--- src/rtl/gpr_pkg.sv ---
// Shared definitions for the RISC-16 register-file writeback path.
package gpr_pkg;

  localparam int unsigned REG_ADDR_W = 3;
  localparam int unsigned NUM_REGS   = 8;
  localparam int unsigned DATA_W     = 16;

  typedef logic [REG_ADDR_W-1:0] reg_addr_t;

  // Which producer owns the register-file write port this cycle
  typedef enum logic [1:0] {
    WB_NONE,
    WB_ALU,
    WB_MEM
  } wb_src_t;

endpackage

--- src/rtl/gpr_wb_ctrl_if.sv ---
// Producer handshakes and register-file write port of the writeback controller.
interface gpr_wb_ctrl_if #(
  parameter int unsigned DATA_W = gpr_pkg::DATA_W
);
  import gpr_pkg::*;

  logic              alu_valid;
  logic              alu_ready;
  reg_addr_t         alu_dest;
  logic [DATA_W-1:0] alu_data;

  logic              mem_valid;
  logic              mem_ready;
  reg_addr_t         mem_dest;
  logic [DATA_W-1:0] mem_data;

  logic              write_en;
  reg_addr_t         write_dest;
  logic [DATA_W-1:0] write_data;

  // Producer / register-file side
  modport master (
    output alu_valid, alu_dest, alu_data,
    output mem_valid, mem_dest, mem_data,
    input  alu_ready, mem_ready,
    input  write_en, write_dest, write_data
  );

  // Writeback controller side
  modport slave (
    input  alu_valid, alu_dest, alu_data,
    input  mem_valid, mem_dest, mem_data,
    output alu_ready, mem_ready,
    output write_en, write_dest, write_data
  );

endinterface

--- src/rtl/gpr_scoreboard.sv ---
// Per-register outstanding-write counters with hazard check ports.
// GPR_WB_FWD_EN adds forward-hit outputs and masks busy on the final pending write.
module gpr_scoreboard
  import gpr_pkg::*;
#(
  parameter int unsigned CNT_W = 2
) (
  input  logic      clk,
  input  logic      rst,
  input  logic      reserve_en,
  input  reg_addr_t reserve_dest,
  input  logic      commit_en,
  input  reg_addr_t commit_dest,
  input  reg_addr_t chk_addr_1,
  input  reg_addr_t chk_addr_2,
  output logic      chk_busy_1,
  output logic      chk_busy_2,
`ifdef GPR_WB_FWD_EN
  output logic      fwd_hit_1,
  output logic      fwd_hit_2,
`endif
  output logic      sb_err
);

  localparam logic [CNT_W-1:0] CNT_MAX = '1;

  logic [NUM_REGS-1:0][CNT_W-1:0] cnt_all;
  logic [NUM_REGS-1:0]            err_vec;
  logic                           sb_err_q;

  for (genvar g = 0; g < NUM_REGS; g++) begin : g_cnt
    logic             res_hit;
    logic             com_hit;
    logic             ovf;
    logic             unf;
    logic [CNT_W-1:0] cnt_q;

    // r0 never accumulates: both hits are suppressed for index 0
    assign res_hit = (g != 0) && reserve_en && (reserve_dest == REG_ADDR_W'(g));
    assign com_hit = (g != 0) && commit_en  && (commit_dest  == REG_ADDR_W'(g));
    assign ovf     = res_hit && !com_hit && (cnt_q == CNT_MAX);
    assign unf     = com_hit && !res_hit && (cnt_q == '0);

    always_ff @(posedge clk) begin
      if (rst) begin
        cnt_q <= '0;
      end else if (res_hit && !com_hit && !ovf) begin
        cnt_q <= cnt_q + CNT_W'(1);
      end else if (com_hit && !res_hit && !unf) begin
        cnt_q <= cnt_q - CNT_W'(1);
      end
    end

    assign cnt_all[g] = cnt_q;
    assign err_vec[g] = ovf || unf;
  end

  always_ff @(posedge clk) begin
    if (rst) begin
      sb_err_q <= 1'b0;
    end else if (|err_vec) begin
      sb_err_q <= 1'b1;
    end
  end

  assign sb_err = sb_err_q;

  logic busy_raw_1;
  logic busy_raw_2;

  assign busy_raw_1 = (chk_addr_1 != '0) && (cnt_all[chk_addr_1] != '0);
  assign busy_raw_2 = (chk_addr_2 != '0) && (cnt_all[chk_addr_2] != '0);

`ifdef GPR_WB_FWD_EN
  assign fwd_hit_1 = commit_en && (commit_dest == chk_addr_1) && (chk_addr_1 != '0);
  assign fwd_hit_2 = commit_en && (commit_dest == chk_addr_2) && (chk_addr_2 != '0);

  // The committing write is the last one pending: decode can take it from the bypass
  assign chk_busy_1 = busy_raw_1 && !(fwd_hit_1 && (cnt_all[chk_addr_1] == CNT_W'(1)));
  assign chk_busy_2 = busy_raw_2 && !(fwd_hit_2 && (cnt_all[chk_addr_2] == CNT_W'(1)));
`else
  assign chk_busy_1 = busy_raw_1;
  assign chk_busy_2 = busy_raw_2;
`endif

endmodule

--- src/rtl/gpr_wb_ctrl.sv ---
// Writeback controller: arbitrates ALU/load results onto the register-file write port.
// Optional bypass outputs are compiled in with GPR_WB_FWD_EN.
module gpr_wb_ctrl
  import gpr_pkg::*;
#(
  parameter int unsigned DATA_W       = gpr_pkg::DATA_W,
  parameter int unsigned STARVE_LIMIT = 4,
  parameter int unsigned CNT_W        = 2
) (
  input  logic              clk,
  input  logic              rst,
  gpr_wb_ctrl_if.slave      bus,
  input  logic              reserve_en,
  input  reg_addr_t         reserve_dest,
  input  reg_addr_t         chk_addr_1,
  input  reg_addr_t         chk_addr_2,
  output logic              chk_busy_1,
  output logic              chk_busy_2,
`ifdef GPR_WB_FWD_EN
  output logic              fwd_hit_1,
  output logic              fwd_hit_2,
  output logic [DATA_W-1:0] fwd_data_1,
  output logic [DATA_W-1:0] fwd_data_2,
`endif
  output logic              sb_err
);

  localparam int unsigned STARVE_W = $clog2(STARVE_LIMIT + 1);

  logic [STARVE_W-1:0] starve_cnt;
  logic                force_alu;
  logic                alu_ready;
  logic                mem_ready;
  wb_src_t             src;
  reg_addr_t           win_dest;
  logic [DATA_W-1:0]   win_data;
  logic                write_en_q;
  reg_addr_t           write_dest_q;
  logic [DATA_W-1:0]   write_data_q;

  // Memory wins unless the ALU has been starved long enough
  assign force_alu = (starve_cnt == STARVE_W'(STARVE_LIMIT));
  assign mem_ready = !force_alu;
  assign alu_ready = !bus.mem_valid || force_alu;

  always_comb begin
    src      = WB_NONE;
    win_dest = '0;
    win_data = '0;
    if (bus.mem_valid && mem_ready) begin
      src      = WB_MEM;
      win_dest = bus.mem_dest;
      win_data = bus.mem_data;
    end else if (bus.alu_valid && alu_ready) begin
      src      = WB_ALU;
      win_dest = bus.alu_dest;
      win_data = bus.alu_data;
    end
  end

  always_ff @(posedge clk) begin
    if (rst) begin
      starve_cnt <= '0;
    end else if (src == WB_ALU) begin
      starve_cnt <= '0;
    end else if (bus.alu_valid && !alu_ready && !force_alu) begin
      starve_cnt <= starve_cnt + STARVE_W'(1);
    end
  end

  // Writes to r0 complete the handshake but never reach the register file
  always_ff @(posedge clk) begin
    if (rst) begin
      write_en_q   <= 1'b0;
      write_dest_q <= '0;
      write_data_q <= '0;
    end else begin
      write_en_q <= (src != WB_NONE) && (win_dest != '0);
      if ((src != WB_NONE) && (win_dest != '0)) begin
        write_dest_q <= win_dest;
        write_data_q <= win_data;
      end
    end
  end

  assign bus.alu_ready  = alu_ready;
  assign bus.mem_ready  = mem_ready;
  assign bus.write_en   = write_en_q;
  assign bus.write_dest = write_dest_q;
  assign bus.write_data = write_data_q;

`ifdef GPR_WB_FWD_EN
  assign fwd_data_1 = write_data_q;
  assign fwd_data_2 = write_data_q;
`endif

  gpr_scoreboard #(
    .CNT_W (CNT_W)
  ) u_scoreboard (
    .clk          (clk),
    .rst          (rst),
    .reserve_en   (reserve_en),
    .reserve_dest (reserve_dest),
    .commit_en    (write_en_q),
    .commit_dest  (write_dest_q),
    .chk_addr_1   (chk_addr_1),
    .chk_addr_2   (chk_addr_2),
    .chk_busy_1   (chk_busy_1),
    .chk_busy_2   (chk_busy_2),
`ifdef GPR_WB_FWD_EN
    .fwd_hit_1    (fwd_hit_1),
    .fwd_hit_2    (fwd_hit_2),
`endif
    .sb_err       (sb_err)
  );

endmodule

--- src/flat_wrapper.sv ---
// flat-port wrapper written by rule: the top's interface ports become plain ports
module gpr_wb_ctrl_flat import gpr_pkg::*;
#(
  parameter int unsigned DATA_W       = gpr_pkg::DATA_W,
  parameter int unsigned STARVE_LIMIT = 4,
  parameter int unsigned CNT_W        = 2
)
  (clk, rst, reserve_en, reserve_dest, chk_addr_1, chk_addr_2, chk_busy_1, chk_busy_2, sb_err, bus_alu_valid, bus_alu_dest, bus_alu_data, bus_mem_valid, bus_mem_dest, bus_mem_data, bus_alu_ready, bus_mem_ready, bus_write_en, bus_write_dest, bus_write_data);
  gpr_wb_ctrl_if #(.DATA_W(DATA_W)) bus_i ();
  input  logic clk;
  input  logic rst;
  input  logic reserve_en;
  input  reg_addr_t reserve_dest;
  input  reg_addr_t chk_addr_1;
  input  reg_addr_t chk_addr_2;
  output logic chk_busy_1;
  output logic chk_busy_2;
  output logic sb_err;
  input wire logic [$bits(bus_i.alu_valid)-1:0] bus_alu_valid;
  input wire logic [$bits(bus_i.alu_dest)-1:0] bus_alu_dest;
  input wire logic [$bits(bus_i.alu_data)-1:0] bus_alu_data;
  input wire logic [$bits(bus_i.mem_valid)-1:0] bus_mem_valid;
  input wire logic [$bits(bus_i.mem_dest)-1:0] bus_mem_dest;
  input wire logic [$bits(bus_i.mem_data)-1:0] bus_mem_data;
  output wire logic [$bits(bus_i.alu_ready)-1:0] bus_alu_ready;
  output wire logic [$bits(bus_i.mem_ready)-1:0] bus_mem_ready;
  output wire logic [$bits(bus_i.write_en)-1:0] bus_write_en;
  output wire logic [$bits(bus_i.write_dest)-1:0] bus_write_dest;
  output wire logic [$bits(bus_i.write_data)-1:0] bus_write_data;
  assign bus_i.alu_valid = bus_alu_valid;
  assign bus_i.alu_dest = bus_alu_dest;
  assign bus_i.alu_data = bus_alu_data;
  assign bus_i.mem_valid = bus_mem_valid;
  assign bus_i.mem_dest = bus_mem_dest;
  assign bus_i.mem_data = bus_mem_data;
  assign bus_alu_ready = bus_i.alu_ready;
  assign bus_mem_ready = bus_i.mem_ready;
  assign bus_write_en = bus_i.write_en;
  assign bus_write_dest = bus_i.write_dest;
  assign bus_write_data = bus_i.write_data;
  gpr_wb_ctrl #(.DATA_W(DATA_W), .STARVE_LIMIT(STARVE_LIMIT), .CNT_W(CNT_W)) u_core (.clk(clk), .rst(rst), .bus(bus_i), .reserve_en(reserve_en), .reserve_dest(reserve_dest), .chk_addr_1(chk_addr_1), .chk_addr_2(chk_addr_2), .chk_busy_1(chk_busy_1), .chk_busy_2(chk_busy_2), .sb_err(sb_err));
endmodule
--- config.mk ---
export PLATFORM = sky130hd
export DESIGN_NAME = gpr_wb_ctrl_flat
export DESIGN_NICKNAME = d
export VERILOG_FILES = /design/src/rtl/gpr_pkg.sv /design/src/rtl/gpr_wb_ctrl_if.sv /design/src/rtl/gpr_scoreboard.sv /design/src/rtl/gpr_wb_ctrl.sv /design/src/flat_wrapper.sv
export SDC_FILE = /design/constraint.sdc
export NUM_CORES = 1
export LEC_CHECK = 0
export CORE_MARGIN = 3
export CORE_UTILIZATION = 50
export DETAILED_ROUTE_END_ITERATION = 10
export PLACE_DENSITY = 0.9
export SLEW_MARGIN = 20
export SYNTH_ARGS = -nofsm -noshare
export SYNTH_HDL_FRONTEND = slang
export SYNTH_SLANG_ARGS = --single-unit
--- constraint.sdc ---
create_clock -name clk -period 3.9 [get_ports clk]
set_clock_uncertainty 0.2 [all_clocks]
set_input_delay 1.17 -clock clk [delete_from_list [all_inputs] [get_ports clk]]
set_output_delay 1.17 -clock clk [all_outputs]
set_load 0.005 [all_outputs]
# After elaboration in Yosys (flattened, before gate mapping)
# Index checks and enable logic that the tools add are counted.
[totals]
ff_bits = 38
out_inout_bits = 25
inputBits = 52
word_cells = 200
[op_classes]
n_mux = 24
eq_ne = 23
n_addsub = 15
n_reduce_logical = 124
magnitude_cmp = 2
[op_table]
columns = ["op", "n"]
rows = [
  ["logical AND 1 bit", 63],
  ["two-way mux 2 bit", 17],
  ["two-way mux 16 bit", 2],
  ["zero test 1 bit", 31],
  ["equality test 3 bit, second input constant", 9],
  ["nonzero test 2 bit", 10],
  ["adder 2 x 1 -> 2 bit, second input constant", 7],
  ["equality test 2 bit, second input constant", 7],
  ["zero test 2 bit", 7],
  ["subtractor 2 x 1 -> 2 bit, second input constant", 7],
  ["binary-select mux 2 bit (select 3 bit)", 2],
  ["equality test 3 x 2 -> 1 bit, second input constant", 4],
  ["nonzero test 3 bit", 3],
  ["logical OR 1 bit", 8],
  ["less-than comparator 3 x 4 -> 1 bit, second input constant", 2],
  ["OR reduction 7 bit", 1],
  ["equality test 3 x 1 -> 1 bit, second input constant", 2],
  ["two-way mux 3 bit", 2],
  ["adder 3 x 1 -> 3 bit, second input constant", 1],
  ["equality test 2 x 1 -> 1 bit, second input constant", 1],
  ["OR reduction 2 bit", 1],
  ["two-way mux 1 bit", 1],
]

# Depth between registers and ports, before layout
[logic_depth]
ltp_word = 9
depth_mapped = 11
depth_no_buf = 8

# Modules after synthesis
# A second synthesis with hierarchy kept.
[unflattened]
cells_unflattened = 274
area_unflattened_um2 = 2324.7
[by_module_without_submodules]
columns = ["module", "cells_per_inst", "area_each_um2", "instances", "seq_area_each_um2"]
rows = [
  ["gpr_wb_ctrl", 135, 1221.2, 1, 460.4],
  ["gpr_scoreboard", 139, 1103.6, 1, 300.3],
]

# Worst setup path before layout
# OpenSTA, ideal clock, no wires.
[synth_timing]
path_type = "input to output"
start = "input chk_addr_1[0]"
end = "output chk_busy_1"
path_buffers = 0
setup_slack_ns = 0.724
arrival_ns = 1.806
stages = 2
required_time_ns = 2.530
cell_sequence = "mux4_2 > a21oi_1"
[synth_between]
elab_chain_len = 4
word_cells_on_any_way = 5
cone_classes = "mux (2); reduce/logical (3)"
[synth_rtl]
columns = ["item", "line", "text"]
rows = [
  ["start: declaration", "flat_wrapper.sv:14", "input reg_addr_t chk_addr_1;"],
  ["binary-select mux 2 bit (select 3 bit)", "gpr_scoreboard.sv:71", "assign busy_raw_1 = (chk_addr_1 != '0) && (cnt_all[chk_addr_1] != '0);"],
  ["two-way mux 2 bit (implied by the code)", "gpr_scoreboard.sv:71", ""],
  ["nonzero test 2 bit", "gpr_scoreboard.sv:71", ""],
  ["logical AND 1 bit *", "gpr_scoreboard.sv:71", ""],
  ["end: declaration", "flat_wrapper.sv:16", "output logic chk_busy_1;"],
]
# Mark *: on every way between the ends. The rest lies on a longest branch, timed or not. The select of a mux whose other input is x is not followed.

# Worst setup path after layout
[layout_timing]
start = "input chk_addr_2[2]"
end = "output chk_busy_2"
[layout_between]
elab_chain_len = 4
word_cells_on_any_way = 5
cone_classes = "mux (2); reduce/logical (3)"
[layout_rtl]
columns = ["item", "line", "text"]
rows = [
  ["start: declaration", "flat_wrapper.sv:15", "input reg_addr_t chk_addr_2;"],
  ["binary-select mux 2 bit (select 3 bit)", "gpr_scoreboard.sv:72", "assign busy_raw_2 = (chk_addr_2 != '0) && (cnt_all[chk_addr_2] != '0);"],
  ["two-way mux 2 bit (implied by the code)", "gpr_scoreboard.sv:72", ""],
  ["nonzero test 2 bit", "gpr_scoreboard.sv:72", ""],
  ["logical AND 1 bit *", "gpr_scoreboard.sv:72", ""],
  ["end: declaration", "flat_wrapper.sv:17", "output logic chk_busy_2;"],
]
# Marked as above.

==> results.md <==
- Fmax: roughly 0.26 GHz
- Max-slew violation count: 0
- Total track usage: 0.2480
- Cell area after synthesis: 2345 sq um
- Worst slew margin: 0.4946
- Routed vias: around 2500
- Synth warn: 0
- Synth top area cells: dfxtp_1 (32%), a311oi_1 (6.4%), nor4_1 (4.8%), nand2_1 (4.6%), nand3_1 (4.3%)
- Non-filler cells, final: 409
- Hold Vio Cnt, Final: 0
- Critical-path cell list: clkdlybuf4s50_1, mux4_2, a21oi_1, dlygate4sd2_1
- Initial antenna violation count: 0
- I/O Pins: 77
- Reg2reg end: u_core.bus.write_data[2]
- Area Overhead vs Synth: 38.53%
- Post-DP HPWL: 4520 microns
- Number of flops mapped to enable cells by yosys: 0
- Drt total wl: 6324 microns
- Crit Path Class: input pin to output pin
- Largest net degree at the start of global routing: 39
- CTS max path bufs: 2
- Worst skew pair latency: 300 ps
- I/O Buffers: 76
- Slowest CP cell: clkdlybuf4s50_1
- Clock-pin slew on the worst setup and hold paths: ~80 ps
- GP Congestion: 0.8311
- Share of the synthesized area in the top cell type: 0.3244
- Syn_area_per_cell: 8.374 sq um
- Die area: ~5500 sq um
- Routed len/inst: between 15 and 20 microns
- Final setup fails: 0
- # clock sinks: 38
- Syn Nets: 334
- NumNets Final: 410
- Main flop type after synthesis: dfxtp_1
- DP Cell Count: ~400
- Finished Cell Area: ~3200 sq um
- TNS Setup: 0 ps
- R2r worst-path depth: 9
- Mapped Cells: 280
- Crit path max fanout: 4
- DRT Pass-1 Iters: 4
- Final WS setup: 119.2 ps
- Synthesized flop and latch total: 38
- Hold worst-path end: u_core.starve_cnt[2]
- Leakage: 1.137 nW
- Slowest Stage Delay on Critical Path: 540 ps
- RSZ-0062 raised after global routing: no
- Post-synth ARST share: 0
- Chip width: 74.48 microns
- First-pass GRT wire length: 10770 microns
- Initial core utilization: 0.5276
- Share of cells above drive strength 1: 0.1064
- Unique masters post-synth: 51
- VDD IR-drop max: 0.2550 mV
- Core footprint: 4444 sq um
- Antenna Cells: 0
- Area leader, netlist: dfxtp_1
- DRT iter0 DRCs: 228
- PwrDens: 309.5 nW/um^2
- Worst slack, placed: -311.9 ps
- Max Cap Viol: 0
- CTS HTree Levels: 2
- CP Capture Type: output pin
- CP required: around 2500 ps
- Fill cell count: 328
- Grt ovf: 0
- TritonCTS clock tree: done
- WP buf/inv: 2
- Hold Path Depth: 2
- Clk Tree Root Cell: clkbuf_8
- Vias/cell: 5.990
- CTS Buf Count: 5
- Post-DP Area: 3134 sq um
- Pwr Total: 0.001005 W
- Sequential-to-total area share from yosys stat: 0.3244
- Crit path time final: 3781 ps
- Crit path max-delay family: buffers and inverters
- Worst hold path type: flop to flop
- Final Cycle Share: 0.9694
- # DRC: 0
- CP arrival: 2410 ps
- Vias in the first global route: about 2400
- Final ANT Viol Nets: 0
- Worst-Margin Slew: 747.9 ps
- Die Y: 74.48 microns
- Std-Cell Rows: 24
- HP Start: u_core.starve_cnt[2]
- Status: complete, no violations
- Hold_buf cts: 0
- R2R Path Start: u_core.starve_cnt[0]
- Startpoint types: input pin
- Reg-to-reg slack, setup: 1480 ps
## cell usage after synthesis, types with 3 or more instances
master	n
or2_2	3
and2_1	5
a31oi_1	5
nand4b_1	5
o21ai_0	13
a21o_1	3
nor3_1	10
and3_1	3
buf_6	3
nor3b_1	3
a211oi_1	5
and4b_1	5
a21oi_1	19
nor2_1	14
mux2_2	3
nand3_1	20
nand2_1	29
nor4_1	18
clkbuf_1	10
dfxtp_1	38
a311oi_1	17
nand2b_1	5
inv_1	6
## flip-flops by register name, summed over array words and instances (netlist names)
name                             count
u_core.bus.write_data               16
u_core.bus.write_dest                3
u_core.bus.write_en                  1
u_core.starve_cnt                    3
u_core.u_scoreboard.g_cnt.cnt_q     14
u_core.u_scoreboard.sb_err           1
## metrics by stage
step	util	hold WS (ps)
2_1_floorplan	-	252.0
3_3_place_gp	0.7052	266.4
3_5_place_dp	0.7052	273.7
4_1_cts	0.7297	284.4
5_1_grt	0.7309	313.6
6_report	0.7309	278.4
## kinds of logic (layout without fill, tap and decap cells)
group / count (synthesis) / after routing / share of synthesized area
and+or+nand+nor: 136 / 136 / 0.3394
AOI/OAI and AO/OA: 69 / 69 / 0.1980
DFF: 38 / 38 / 0.3244
buffers and inverters: 24 / 101 / 0.06083
muxes: 9 / 9 / 0.05923
adders and majority gates: 2 / 2 / 0.01067
xor gates and xnor gates: 2 / 2 / 0.007472
## area by class of cell
| type | count | area, sq um | share of cell area |
|---|---|---|---|
| multi-input cells | 218 | 1446 | 0.4453 |
| inverters | 7 | 31.28 | 0.009630 |
| repair buffers | 86 | 830.8 | 0.2558 |
| well taps | 52 | 65.06 | 0.02003 |
| clock inverters | 3 | 45.04 | 0.01387 |
| clock buffers | 5 | 68.82 | 0.02119 |
| flip-flops and latches | 38 | 760.7 | 0.2342 |
## where the power goes
part           internal, W  switching, W  total, W
clock             0.000190      0.000151  0.000341
sequential        0.000412     0.0000203  0.000432
combinational     0.000134     0.0000974  0.000232
total             0.000736      0.000269   0.00101
## worst max path at each step
stage                  start    endpoint  slack (ps)  cells after the start
3_3_place_gp   chk_addr_2[0]  chk_busy_2        -280                      4
4_1_cts        chk_addr_2[2]  chk_busy_2         130                      4
6_report       chk_addr_2[2]  chk_busy_2         120                      4
3_5_place_dp   chk_addr_2[0]  chk_busy_2        -310                      4
5_1_grt        chk_addr_1[2]  chk_busy_1          20                      6
2_1_floorplan  chk_addr_1[0]  chk_busy_1         720                      2
## routing by layer
metal	up-vias	track usage	part of all wire
met5	-	0	0
met4	0	0.08498	0.020
met3	13	0.08243	0.080
met2	83	0.4351	0.50
met1	1127	0.2812	0.40
li1	1227	-	-
## tightest hold or removal path: cells and delay by family, from the launching register on
| family | cells | cell delay, ps |
|---|---|---|
| DFF | 1 | 330 |
| and+or+nand+nor | 1 | 60 |
| AOI/OAI and AO/OA | 1 | 50 |
## repair_timing
action | CTS | global route
resized for setup | 4 | 1
endpoints found under the setup margin | 2 | 1
setup buffers | 0 | 0
## placed cells by master, fill, tap and decap left out, drive strengths merged, types with 3 or more instances in the layout
cell type	Yosys	layout
clkdlybuf4s50	0	72
dfxtp	38	38
nand2	30	30
nand3	21	21
a21oi	19	19
nor4	18	18
a311oi	18	18
nor2	14	14
o21ai	13	13
buf	7	10
nor3	10	10
inv	7	7
and2	6	6
a211oi	5	5
and4b	5	5
nand4b	5	5
a31oi	5	5
nand2b	5	5
clkbuf	10	5
dlygate4sd2	0	4
mux2i	4	4
nor3b	3	3
mux2	3	3
and3	3	3
a21o	3	3
or2	3	3
and4bb	3	3
Power figures use the tool's default switching activity.
